--- config.mk ---
export PLATFORM = sky130hd
export DESIGN_NAME = uart_receiver
export DESIGN_NICKNAME = d
export VERILOG_FILES = /design/src/rtl/uart_receiver_pkg.sv /design/src/rtl/uart_receiver_bit_sync.sv /design/src/rtl/uart_receiver.sv
export SDC_FILE = /design/constraint.sdc
export NUM_CORES = 1
export LEC_CHECK = 0
export BUFFER_PORTS_ARGS = -buffer_cell sky130_fd_sc_hd__buf_2
export CAP_MARGIN = 10
export CORE_MARGIN = 5
export CORE_UTILIZATION = 40
export CTS_CLUSTER_DIAMETER = 30
export CTS_CLUSTER_SIZE = 40
export DETAILED_ROUTE_END_ITERATION = 8
export GPL_TIMING_DRIVEN = 0
export PLACE_DENSITY = 0.54
export SETUP_SLACK_MARGIN = 0.05
export SLEW_MARGIN = 20
export SYNTH_ARGS = -nofsm -noshare
export SYNTH_HDL_FRONTEND = slang
export SYNTH_SLANG_ARGS = --single-unit
--- constraint.sdc ---
create_clock -name sclk -period 4.3 [get_ports sclk]
set_clock_uncertainty 0.05 [all_clocks]
set_input_delay 0.645 -clock sclk [delete_from_list [all_inputs] [get_ports sclk]]
set_output_delay 0.645 -clock sclk [all_outputs]
set_load 0.05 [all_outputs]
--- src/rtl/uart_receiver_pkg.sv ---
// Shared rover definitions: UART receiver state encoding and frame width.
`timescale 1ns/1ps
package roversPackage;

  localparam int UART_DATA_BITS = 8;

  typedef enum logic [2:0] {
    RX_IDLE,
    RX_START,
    RX_DATA,
    RX_STOP,
    RX_BREAK
  } uartRxState_t;

endpackage

--- src/rtl/uart_receiver_bit_sync.sv ---
// N-flop synchronizer for a single asynchronous input with a selectable reset
// value, so idle-high lines (UART RX) and idle-low lines alike come out of
// reset in their quiet state. STAGES must be at least 2.
`timescale 1ns/1ps
module bitSync #(
  parameter int   STAGES      = 2,
  parameter logic RESET_VALUE = 1'b1
) (
  input  logic clk,
  input  logic rstn,
  input  logic d,
  output logic q
);

  logic [STAGES-1:0] syncReg;

  // Shift the raw input through the flop chain; the last stage is the clean copy.
  always_ff @(posedge clk or negedge rstn) begin
    if (!rstn) begin
      syncReg <= {STAGES{RESET_VALUE}};
    end else begin
      syncReg <= {syncReg[STAGES-2:0], d};
    end
  end

  assign q = syncReg[STAGES-1];

endmodule

--- src/rtl/uart_receiver.sv ---
// 8N1 UART receiver: mid-bit sampling, framing-error detection with break
// hold-off, and a pending/overrun handshake toward the consumer.
`timescale 1ns/1ps
module uart_receiver
  import roversPackage::*;
#(
  parameter int CLKFREQ  = 100_000_000,
  parameter int BAUDRATE = 115200
) (
  input  logic       sclk,
  input  logic       rstn,
  input  logic       uartRx,
  output logic [7:0] rxData,
  output logic       rxValid,
  input  logic       rxAck,
  output logic       frameErr,
  output logic       overrun,
  output logic       busy
);

  localparam int BIT_TICKS  = CLKFREQ / BAUDRATE;
  localparam int HALF_TICKS = BIT_TICKS / 2;
  localparam int CNT_W      = $clog2(BIT_TICKS);

  localparam logic [CNT_W-1:0] BIT_LAST  = CNT_W'(BIT_TICKS - 1);
  localparam logic [CNT_W-1:0] HALF_LAST = CNT_W'(HALF_TICKS - 1);
  localparam logic [CNT_W-1:0] CNT_ONE   = CNT_W'(1);
  localparam logic [2:0]       IDX_LAST  = 3'(UART_DATA_BITS - 1);

  logic                      rxS;
  logic                      rxPrev;
  uartRxState_t              state;
  logic [CNT_W-1:0]          bitCnt;
  logic [2:0]                bitIdx;
  logic [UART_DATA_BITS-1:0] shiftReg;
  logic                      pending;

  bitSync #(
    .STAGES     (2),
    .RESET_VALUE(1'b1)
  ) rxSync (
    .clk (sclk),
    .rstn(rstn),
    .d   (uartRx),
    .q   (rxS)
  );

  // Remember the previous synchronized level so IDLE can spot a falling edge.
  always_ff @(posedge sclk or negedge rstn) begin
    if (!rstn) begin
      rxPrev <= 1'b1;
    end else begin
      rxPrev <= rxS;
    end
  end

  // Frame FSM: validate start at mid-bit, shift in data, check stop, wait out breaks.
  always_ff @(posedge sclk or negedge rstn) begin
    if (!rstn) begin
      state    <= RX_IDLE;
      bitCnt   <= '0;
      bitIdx   <= '0;
      shiftReg <= '0;
      rxData   <= '0;
      rxValid  <= 1'b0;
      frameErr <= 1'b0;
    end else begin
      rxValid  <= 1'b0;
      frameErr <= 1'b0;
      case (state)
        RX_IDLE: begin
          if (rxPrev && !rxS) begin
            bitCnt <= '0;
            state  <= RX_START;
          end
        end
        RX_START: begin
          if (bitCnt == HALF_LAST) begin
            if (!rxS) begin
              bitCnt <= '0;
              bitIdx <= '0;
              state  <= RX_DATA;
            end else begin
              state <= RX_IDLE;
            end
          end else begin
            bitCnt <= bitCnt + CNT_ONE;
          end
        end
        RX_DATA: begin
          if (bitCnt == BIT_LAST) begin
            shiftReg[bitIdx] <= rxS;
            bitIdx           <= bitIdx + 3'd1;
            bitCnt           <= '0;
            if (bitIdx == IDX_LAST) begin
              state <= RX_STOP;
            end
          end else begin
            bitCnt <= bitCnt + CNT_ONE;
          end
        end
        RX_STOP: begin
          if (bitCnt == BIT_LAST) begin
            bitCnt <= '0;
            if (rxS) begin
              rxData  <= shiftReg;
              rxValid <= 1'b1;
              state   <= RX_IDLE;
            end else begin
              frameErr <= 1'b1;
              state    <= RX_BREAK;
            end
          end else begin
            bitCnt <= bitCnt + CNT_ONE;
          end
        end
        RX_BREAK: begin
          if (rxS) begin
            state <= RX_IDLE;
          end
        end
        default: begin
          state <= RX_IDLE;
        end
      endcase
    end
  end

  // Track whether the delivered byte is still unconsumed; a same-cycle ack belongs to the old byte.
  always_ff @(posedge sclk or negedge rstn) begin
    if (!rstn) begin
      pending <= 1'b0;
      overrun <= 1'b0;
    end else begin
      if (rxValid) begin
        pending <= 1'b1;
      end else if (rxAck) begin
        pending <= 1'b0;
      end
      if (rxValid && pending && !rxAck) begin
        overrun <= 1'b1;
      end else if (rxAck) begin
        overrun <= 1'b0;
      end
    end
  end

  assign busy = (state != RX_IDLE);

endmodule

Word-level counts from Yosys, hierarchy flattened
Index checks and enable logic that the tools add are counted.
Storage, ports and cells
  register bits after elaboration: 39
  bits of input ports: 4
  output and inout port bits: 12
  word-level logic and storage cells: 78
Cells by class
  add/subtract/negate cells: 2
  $lt $le $gt $ge: 2
  equal/unequal tests: 15
  mux-type cells: 30
  reduce and logical (&&, ||, !) cells: 18
Operators with widths (number)
  $mux 10: 4
  $mux 3: 10
  $pmux 10 s3: 1
  $pmux 3 s5: 1
  $ne 2x2->1 const B: 6
  $add 10x1->10 const B: 1
  $eq 10x10->1 const B: 1
  $eq 10x9->1 const B: 1
  $mux 1: 10
  $bwmux 8: 1
  $eq 3x2->1 const B: 2
  $eq 3x3->1 const B: 2
  $pmux 3 s2: 1
  $reduce_and 3->1: 2
  $reduce_and 6->1: 1
  $reduce_bool 2->1: 3
  $reduce_bool 3->1: 2
  $logic_and 1x1->1: 4
  $lt 3x4->1 const B: 1
  $reduce_and 4->1: 1
  $add 3x1->3 const B: 1
  $demux 1 s3: 1
  $eq 3x1->1 const B: 1
  $ge 3x1->1 const B: 1
  other kinds (7): 8

Logic depth before layout (Yosys ltp)
Gate-level depths: netlist of the first run.
  word-level depth: 5
  gate-level depth with buffers: 7

By module
From an unflattened synthesis of the first run, not the netlist that was laid out.
Unflattened totals
  cell total of the unflattened synthesis: 173
  area, all modules: 1953.1 µm²
Modules (own cells, without submodules)
  uart_receiver: times used 1, cells an instance 171, area each 1900.6 µm²
  bitSync: times used 1, cells an instance 2, area each 52.6 µm²

Worst setup path after synthesis of the first run
OpenSTA, ideal clock, no wires.
  path kind: reg2reg
  start: register bitCnt[0]
  end: register shiftReg[2]
  arrival: 2.246 ns
  data required time: 4.122 ns
  setup slack: 1.876 ns
  stages on the path, launching flop included: 6
  cells stage by stage: dfrtp_1 -> ha_1 -> or4b_4 -> or4_4 -> nor4b_2 -> mux2_1
On the way
  word-level cells in the longest chain between the ends: 2
RTL lines
  from (decl): RTL line uart_receiver.sv:33  | logic [CNT_W-1:0] bitCnt;
  from (signal assigned): RTL line uart_receiver.sv:87  | bitCnt <= bitCnt + CNT_ONE;
  from (signal assigned): RTL line uart_receiver.sv:99  | bitCnt <= bitCnt + CNT_ONE;
  from (signal assigned): RTL line uart_receiver.sv:114  | bitCnt <= bitCnt + CNT_ONE;
  $eq 10x10->1: RTL line uart_receiver.sv:91  | if (bitCnt == BIT_LAST) begin
  $reduce_and 2->1 (no source line)
  to (signal, indexed assignment): RTL line uart_receiver.sv:92  | shiftReg[bitIdx] <= rxS;
  to (decl): RTL line uart_receiver.sv:35  | logic [UART_DATA_BITS-1:0] shiftReg;
Every way passes these cells.
A chain may end at the register's enable or synchronous reset.

Worst setup path after layout of the first run
Ends and elaborated chain as after synthesis.

==> results of run 1 <==
==> power groups by stage <==
stage	clock (mW)	combinational, mW	sequential, mW
6_report	0.312	0.0913	0.406
5_1_grt	0.334	0.103	0.410
4_1_cts	0.316	0.0910	0.405
3_5_place_dp	0	0.0906	0.413
3_3_place_gp	0	0.0837	0.411
2_1_floorplan	0	0.0615	0.407
==> registers in the layout, indices dropped and copies added (netlist names) <==
register        flops
bitCnt             10
bitIdx              3
frameErr            1
overrun             1
pending             1
rxData              8
rxPrev              1
rxSync.syncReg      2
rxValid             1
shiftReg            8
state               3
==> routing by layer <==
metal  vias up  track usage
met5         -            0
met4         0      0.05842
met3         8      0.03950
met2        39       0.2170
met1       733       0.1888
li1        701            -
==> final timing paths <==
| kind | from | endpoint | slack [ps] |
|---|---|---|---|
| max in group asynchronous | rstn | rxData[2] | 3250 |
| worst max register to register | bitCnt[0] | shiftReg[2] | 1650 |
| worst max-delay path | bitCnt[0] | shiftReg[2] | 1650 |
| worst min register to register | rxSync.syncReg[0] | rxSync.syncReg[1] | 310 |
| min in group asynchronous | rstn | bitCnt[4] | 400 |
| worst min-delay path | rxSync.syncReg[0] | rxSync.syncReg[1] | 310 |
==> worst reg2reg max path: cells and delay by family (launching register included) <==
| kind | cells | cell delay, ps |
|---|---|---|
| fa+ha+maj | 1 | 270 |
| flops | 1 | 450 |
| mux | 1 | 340 |
| simple gates | 3 | 1410 |
==> Yosys cell counts (all sizes together) (2+ instances only) <==
library cell   n  area [um^2]
a21o           2        15.01
ha             5        62.56
clkbuf         5        20.01
nor2          12        45.04
nor4           9        75.08
o21ai         11        55.05
inv           12        45.04
nor2b          2        12.51
o22ai          3        18.77
nand3          5        25.02
dfrtp         36        900.9
nand2         13        48.80
nor3           4        20.02
o221ai         6        52.55
nand2b         2        12.51
dfstp          3        78.83
a21oi          4        20.02
nand4b         3        26.28
or3b           2        17.52
a22o           2        17.52
buf            2        7.510
mux2          16        180.2
nor4b          2        30.03
==> per-stage QoR <==
step | hold WS [ps] | setup slack [ps] | cells
global placement | 298.2 | 1696 | 247
floorplan | 295.2 | 1876 | 178
global route | 314.8 | 1588 | 256
detailed placement | 299.9 | 1559 | 248
finish | 311.8 | 1651 | 256
CTS | 312.0 | 1531 | 256
==> final cells by class <==
class                      count  share of cell area
multi-input combinational    120              0.4026
tap                           54             0.03075
timing repair buffer          16             0.03645
sequential                    39              0.4459
buffer                         7             0.01253
clock inverter                 3             0.01993
clock buffer                   5             0.03132
inverter                      12             0.02050
==> cell families (layout without fill, tap and decap cells) <==
logic type,after synthesis,count (layout),share of synthesized area
buffers and inverters,19,43,0.03763
AO/OA/AOI/OAI,36,36,0.1272
AND/OR/NAND/NOR,63,63,0.2012
adder cells (fa/ha/maj),5,5,0.03245
flip-flops,39,39,0.5081
multiplexers,16,16,0.09344
==> metrics.csv, run 1 <==
stage;metric;value;unit
status;status;complete, no violations;
sta;Relative slew margins;0.4216;
cts;clock latency on the worst-skew pair;300;ps
cts;H-tree depth;2;
setup_path;CP Max Fanout;6;
sta;final period utilization;0.6160;
setup_path;crit path buf inv count;0;
setup_path;CP cell instances;ha_1 -> or4b_4 -> or4_4 -> nor4b_2 -> mux2_1;
sta;final hold vios;0;
setup_path;Worst EP required;4430;ps
yosys;Syn Area/Cell;10.83;um^2
cts;# hold bufs at CTS;0;
cells_and_area;area occupied by multi-input gates;884.6;um^2
setup_path;crit path capture type;flip-flop;
power;sequential power share;0.502;
yosys;Synth Cell Area;0.001928;mm^2
sta;Slew Limit Fails;0;
cells_and_area;commonest cells after routing, fill and taps aside;dfrtp_1, buf_2, mux2_2;
cts;post-cts resize count;0;
cts;clock tree buffer depth;2;
setup_path;Worst R2R Path Depth;5;
setup_path;critical path class;reg -> reg;
yosys;Synth async-reset ratio;1.000;
yosys;Seq cells post-synth;39;
setup_path;WP data arrival;2780;ps
power;switch share;0.2703;
cells_and_area;# nets final;210;
yosys;Post-Syn Nets;187;
min_path;hold crit path type;reg -> reg;
sta;Slew @ Worst Pin;867.6;ps
detailed_routing;DR vias/cell;5.785;
detailed_routing;Total Wirelength;3.976;mm
cells_and_area;Register Area;979.7;um^2
cells_and_area;final instance area;0.002197;mm^2
cts;clock sinks;39;
cells_and_area;diodes inserted;0;
setup_path;delay-heaviest family, CP;simple AND/OR/NAND/NOR gates;
placed_design;Port Buffers;15;
detailed_routing;vias;1481;
floorplanning;area of the die;0.006309;mm^2
global_route;initial antenna violation count;0;
yosys;Ys Warns;0;
cts;CTS root buf;clkbuf_8;
floorplanning;Starting Density;0.4109;
cts;Post-CTS Repair Setup Buffers;0;
setup_path;WP depth;5;
detailed_routing;initial DRC count;84;
cts;clock slew at reported path FFs;80;ps
run;number of max-cap violations;0;
yosys;Post-synth EDFFs;0;
cells_and_area;fillers;457;
cells_and_area;most common cell after layout, fill and taps aside;dfrtp_1;
global_route;total gr overflow;0;
global_route;pin count of the biggest net entering global routing;40;
detailed_routing;Antenna Nets Post-Route;0;
floorplanning;core outline area;0.004692;mm^2
yosys;sequential area share after synthesis;0.5081;
min_path;Worst Hold Path Cells;0;
power;Pwr Density;368.4;mW/mm^2
detailed_routing;DRT met1 WL;1.787;mm
power;worst vdd ir;175.0;uV
detailed_routing;Post-route DRC;0;
sta;Max Clock Freq;377.5;MHz
setup_path;CP max stage delay;590;ps
global_route;gr usage total;0.1419;
floorplanning;I/O Pins;16;
cts;TritonCTS buffer count;5;
cells_and_area;area grow syn2layout;13.95;%
detailed_routing;top sig layer;met4;
setup_path;Worst setup SP type;flip-flop;
sta;min cycle time layout;2649;ps
sta;setup violators final;0;
detailed_routing;met2 WL post-DR;1.897;mm
floorplanning;FP Rows;25;
sta;setup TNS;0;ps
detailed_routing;Wirelength per Cell;15.53;um
floorplanning;die width;79.43;um
power;Comb pwr share;0.113;
yosys;ys flop type;dfrtp_1;
cts;TritonCTS clock tree;built;
setup_path;CP max-delay cell;or4_4;
sta;RSZ-0062 raised after global routing;false;
placed_design;Area after DPL;0.002076;mm^2
yosys;post-synthesis cell type count;43;
power;leakage power;1.006;nW
global_route;number of global-route vias before repair;1446;
yosys;Gate Count Post-Synth;178;
placed_design;dpl hpwl;2.794;mm
detailed_routing;WL met3;206;um
placed_design;routability congestion estimate;0.8262;
detailed_routing;first-pass detailed-route iteration total;4;
power;cell-internal power;0.5906;mW
power;Net Sw Power;0.2188;mW
cells_and_area;Util after Layout;0.4683;
global_route;first-pass GRT wire length;6.996;mm
power;clock power share;0.385;
floorplanning;Die Ht;79.43;um
power;total power draw;0.8094;mW
cells_and_area;share of cells above drive strength 1;0.2574;
Power figures use the tool's default switching activity.
==> run 2, diff against run 1 <==
==> constraint.sdc (replaced) <==
create_clock -name sclk -period 2.6 [get_ports sclk]
set_clock_uncertainty 0.05 [all_clocks]
set_input_delay 0.39 -clock sclk [delete_from_list [all_inputs] [get_ports sclk]]
set_output_delay 0.39 -clock sclk [all_outputs]
set_load 0.05 [all_outputs]
==> run 2 against run 1 <==
  * Setup slack got worse by 1500 ps
  * First-iteration DRC count up 3.6%
  * Non-clock buffer count is 2 higher
  * Clock power up 64%
  * Sequential cell count unchanged
  * Register-to-register slack lost 1500 ps
  * Critical path depth unchanged
  * Via count is the same
  * Highest routed layer unchanged
==> metrics.csv, run 2 (synthesis results as in run 1) <==
stage;metric;value;unit;change
status;status;complete, no violations;;
setup_path;critical path class;reg -> reg;;
placed_design;Port Buffers;15;;unchanged
detailed_routing;vias;1481;;unchanged
cells_and_area;Util after Layout;0.4760;;+0.007733
global_route;gr usage total;0.1422;;+0.0002402
detailed_routing;initial DRC count;87;;+3.6%
cells_and_area;fillers;454;;-0.66%
detailed_routing;first-pass detailed-route iteration total;4;;unchanged
sta;Slew Limit Fails;0;;unchanged
cells_and_area;area grow syn2layout;15.83;%;
cts;clock slew at reported path FFs;80;ps;about the same
floorplanning;core outline area;0.004692;mm^2;unchanged
run;number of max-cap violations;0;;unchanged
floorplanning;FP Rows;25;;unchanged
power;Pwr Density;615.0;mW/mm^2;+67%
cells_and_area;share of cells above drive strength 1;0.2696;;+0.01218
cells_and_area;area occupied by multi-input gates;905.9;um^2;+2.4%
sta;setup violators final;0;;unchanged
placed_design;routability congestion estimate;0.8262;;unchanged
cts;H-tree depth;2;;unchanged
setup_path;CP cell instances;clkbuf_1 -> or3b_2 -> or4_4 -> nor4b_2 -> mux2_1;;
cts;clock sinks;39;;unchanged
cells_and_area;Top Registers;bitCnt: 10 flops, rxData: 8 flops, shiftReg: 8 flops;;
detailed_routing;Wirelength per Cell;15.55;um;about the same
sta;setup TNS;0;ps;unchanged
sta;Relative slew margins;0.4250;;+0.003429
sta;Max Clock Freq;406.1;MHz;+7.6%
setup_path;CP max-delay cell;or4_4;;
setup_path;Worst EP required;2730;ps;-1700 ps
detailed_routing;DR vias/cell;5.740;;-0.78%
floorplanning;die width;79.43;um;unchanged
global_route;total gr overflow;0;;unchanged
cells_and_area;Register Area;979.7;um^2;unchanged
cells_and_area;diodes inserted;0;;unchanged
cts;CTS root buf;clkbuf_8;;
placed_design;dpl hpwl;2.794;mm;unchanged
sta;final period utilization;0.9472;;+0.3311
cts;TritonCTS clock tree;built;;
global_route;pin count of the biggest net entering global routing;40;;unchanged
setup_path;delay-heaviest family, CP;simple AND/OR/NAND/NOR gates;;
detailed_routing;Post-route DRC;0;;unchanged
placed_design;placed insts;248;;unchanged
cells_and_area;largest reg by FF count;bitCnt;;
cells_and_area;commonest cells after routing, fill and taps aside;dfrtp_1, buf_2, mux2_2;;
detailed_routing;Antenna Nets Post-Route;0;;unchanged
floorplanning;Starting Density;0.4109;;unchanged
floorplanning;Die Ht;79.43;um;unchanged
setup_path;CP Max Fanout;9;;+3
power;worst vdd ir;289.9;uV;+66%
setup_path;Worst setup SP type;flip-flop;;
cts;clock latency on the worst-skew pair;300;ps;about the same
sta;hold slack;131.0;ps;-180.8 ps
setup_path;crit path capture type;flip-flop;;
cts;clock tree buffer depth;2;;unchanged
sta;Slew @ Worst Pin;862.5;ps;-5.143 ps
floorplanning;I/O Pins;16;;unchanged
global_route;first-pass GRT wire length;7.038;mm;+0.60%
sta;RSZ-0062 raised after global routing;false;;
cells_and_area;Final Non-Filler Cells;258;;+0.78%
cells_and_area;# nets final;212;;+0.95%
setup_path;WP data arrival;2590;ps;-190 ps
setup_path;crit path buf inv count;1;;+1
sta;min cycle time layout;2463;ps;-186.3 ps
floorplanning;area of the die;0.006309;mm^2;unchanged
power;leakage power;1.030;nW;+2.4%
min_path;hold crit path type;in -> reg;;
cts;TritonCTS buffer count;5;;unchanged
sta;final hold vios;0;;unchanged
global_route;number of global-route vias before repair;1454;;+0.55%
cells_and_area;most common cell after layout, fill and taps aside;dfrtp_1;;
detailed_routing;Total Wirelength;4.011;mm;+0.88%
global_route;initial antenna violation count;0;;unchanged
setup_path;CP max stage delay;590;ps;about the same
cells_and_area;Largest register FFs;10;;unchanged
[run 2: layout make-up]
cell class	instances	share of cell area
sequential	39	0.4387
multi-input combinational	120	0.4056
timing repair buffer	18	0.04258
clock buffer	5	0.03081
tap	54	0.03025
inverter	12	0.02017
clock inverter	3	0.01961
buffer	7	0.01232
[run 2: layer usage]
metal | GRT usage | vias up | part of all wire | wire (um)
li1 | - | 705 | - | -
met1 | 0.1859 | 735 | 0.46 | 1839
met2 | 0.2212 | 33 | 0.48 | 1907
met3 | 0.03950 | 8 | 0.045 | 179
met4 | 0.05842 | 0 | 0.021 | 85
met5 | 0 | - | 0 | 0
[run 2: worst paths after layout]
kind,start,cells after the start,slack [ps],end
max,state[2],5,140,shiftReg[2]
min,uartRx,1,130,rxSync.syncReg[0]
max reg2reg,state[2],5,140,shiftReg[2]
min reg2reg,rxSync.syncReg[0],0,310,rxSync.syncReg[1]
max in group asynchronous,rstn,1,1810,rxData[2]
min in group asynchronous,rstn,1,150,bitCnt[4]
[run 2: worst reg2reg max path: cells and delay by family (launching register included)]
kind	cells	cell delay (ps)
simple gates	3	1410
flops	1	360
buf+inv	1	180
mux	1	340
[run 2: report_power, final]
| group | switching (mW) | internal (mW) |
|---|---|---|
| registers | 0.0371 | 0.633 |
| clock network | 0.228 | 0.286 |
| logic | 0.109 | 0.0806 |
| total | 0.374 | 0.999 |
[run 2: through the flow]
| step | setup WS (ps) | power [mW] | area, um^2 |
|---|---|---|---|
| 4_1_cts | 69.73 | 1.359 | 2207 |
| 3_3_place_gp | -3.518 | 0.8187 | 2071 |
| 3_5_place_dp | -140.5 | 0.8323 | 2076 |
| 5_1_grt | 59.49 | 1.440 | 2233 |
| 6_report | 137.3 | 1.374 | 2233 |
| 2_1_floorplan | 176.4 | 0.7751 | 1928 |
[run 2: what timing repair did]
action	in CTS	in global routing
setup buffers	1	1
resized for setup	2	2
hold buffers	0	0
pin swaps	0	1
gates cloned	0	0
setup endpoints to repair	13	5
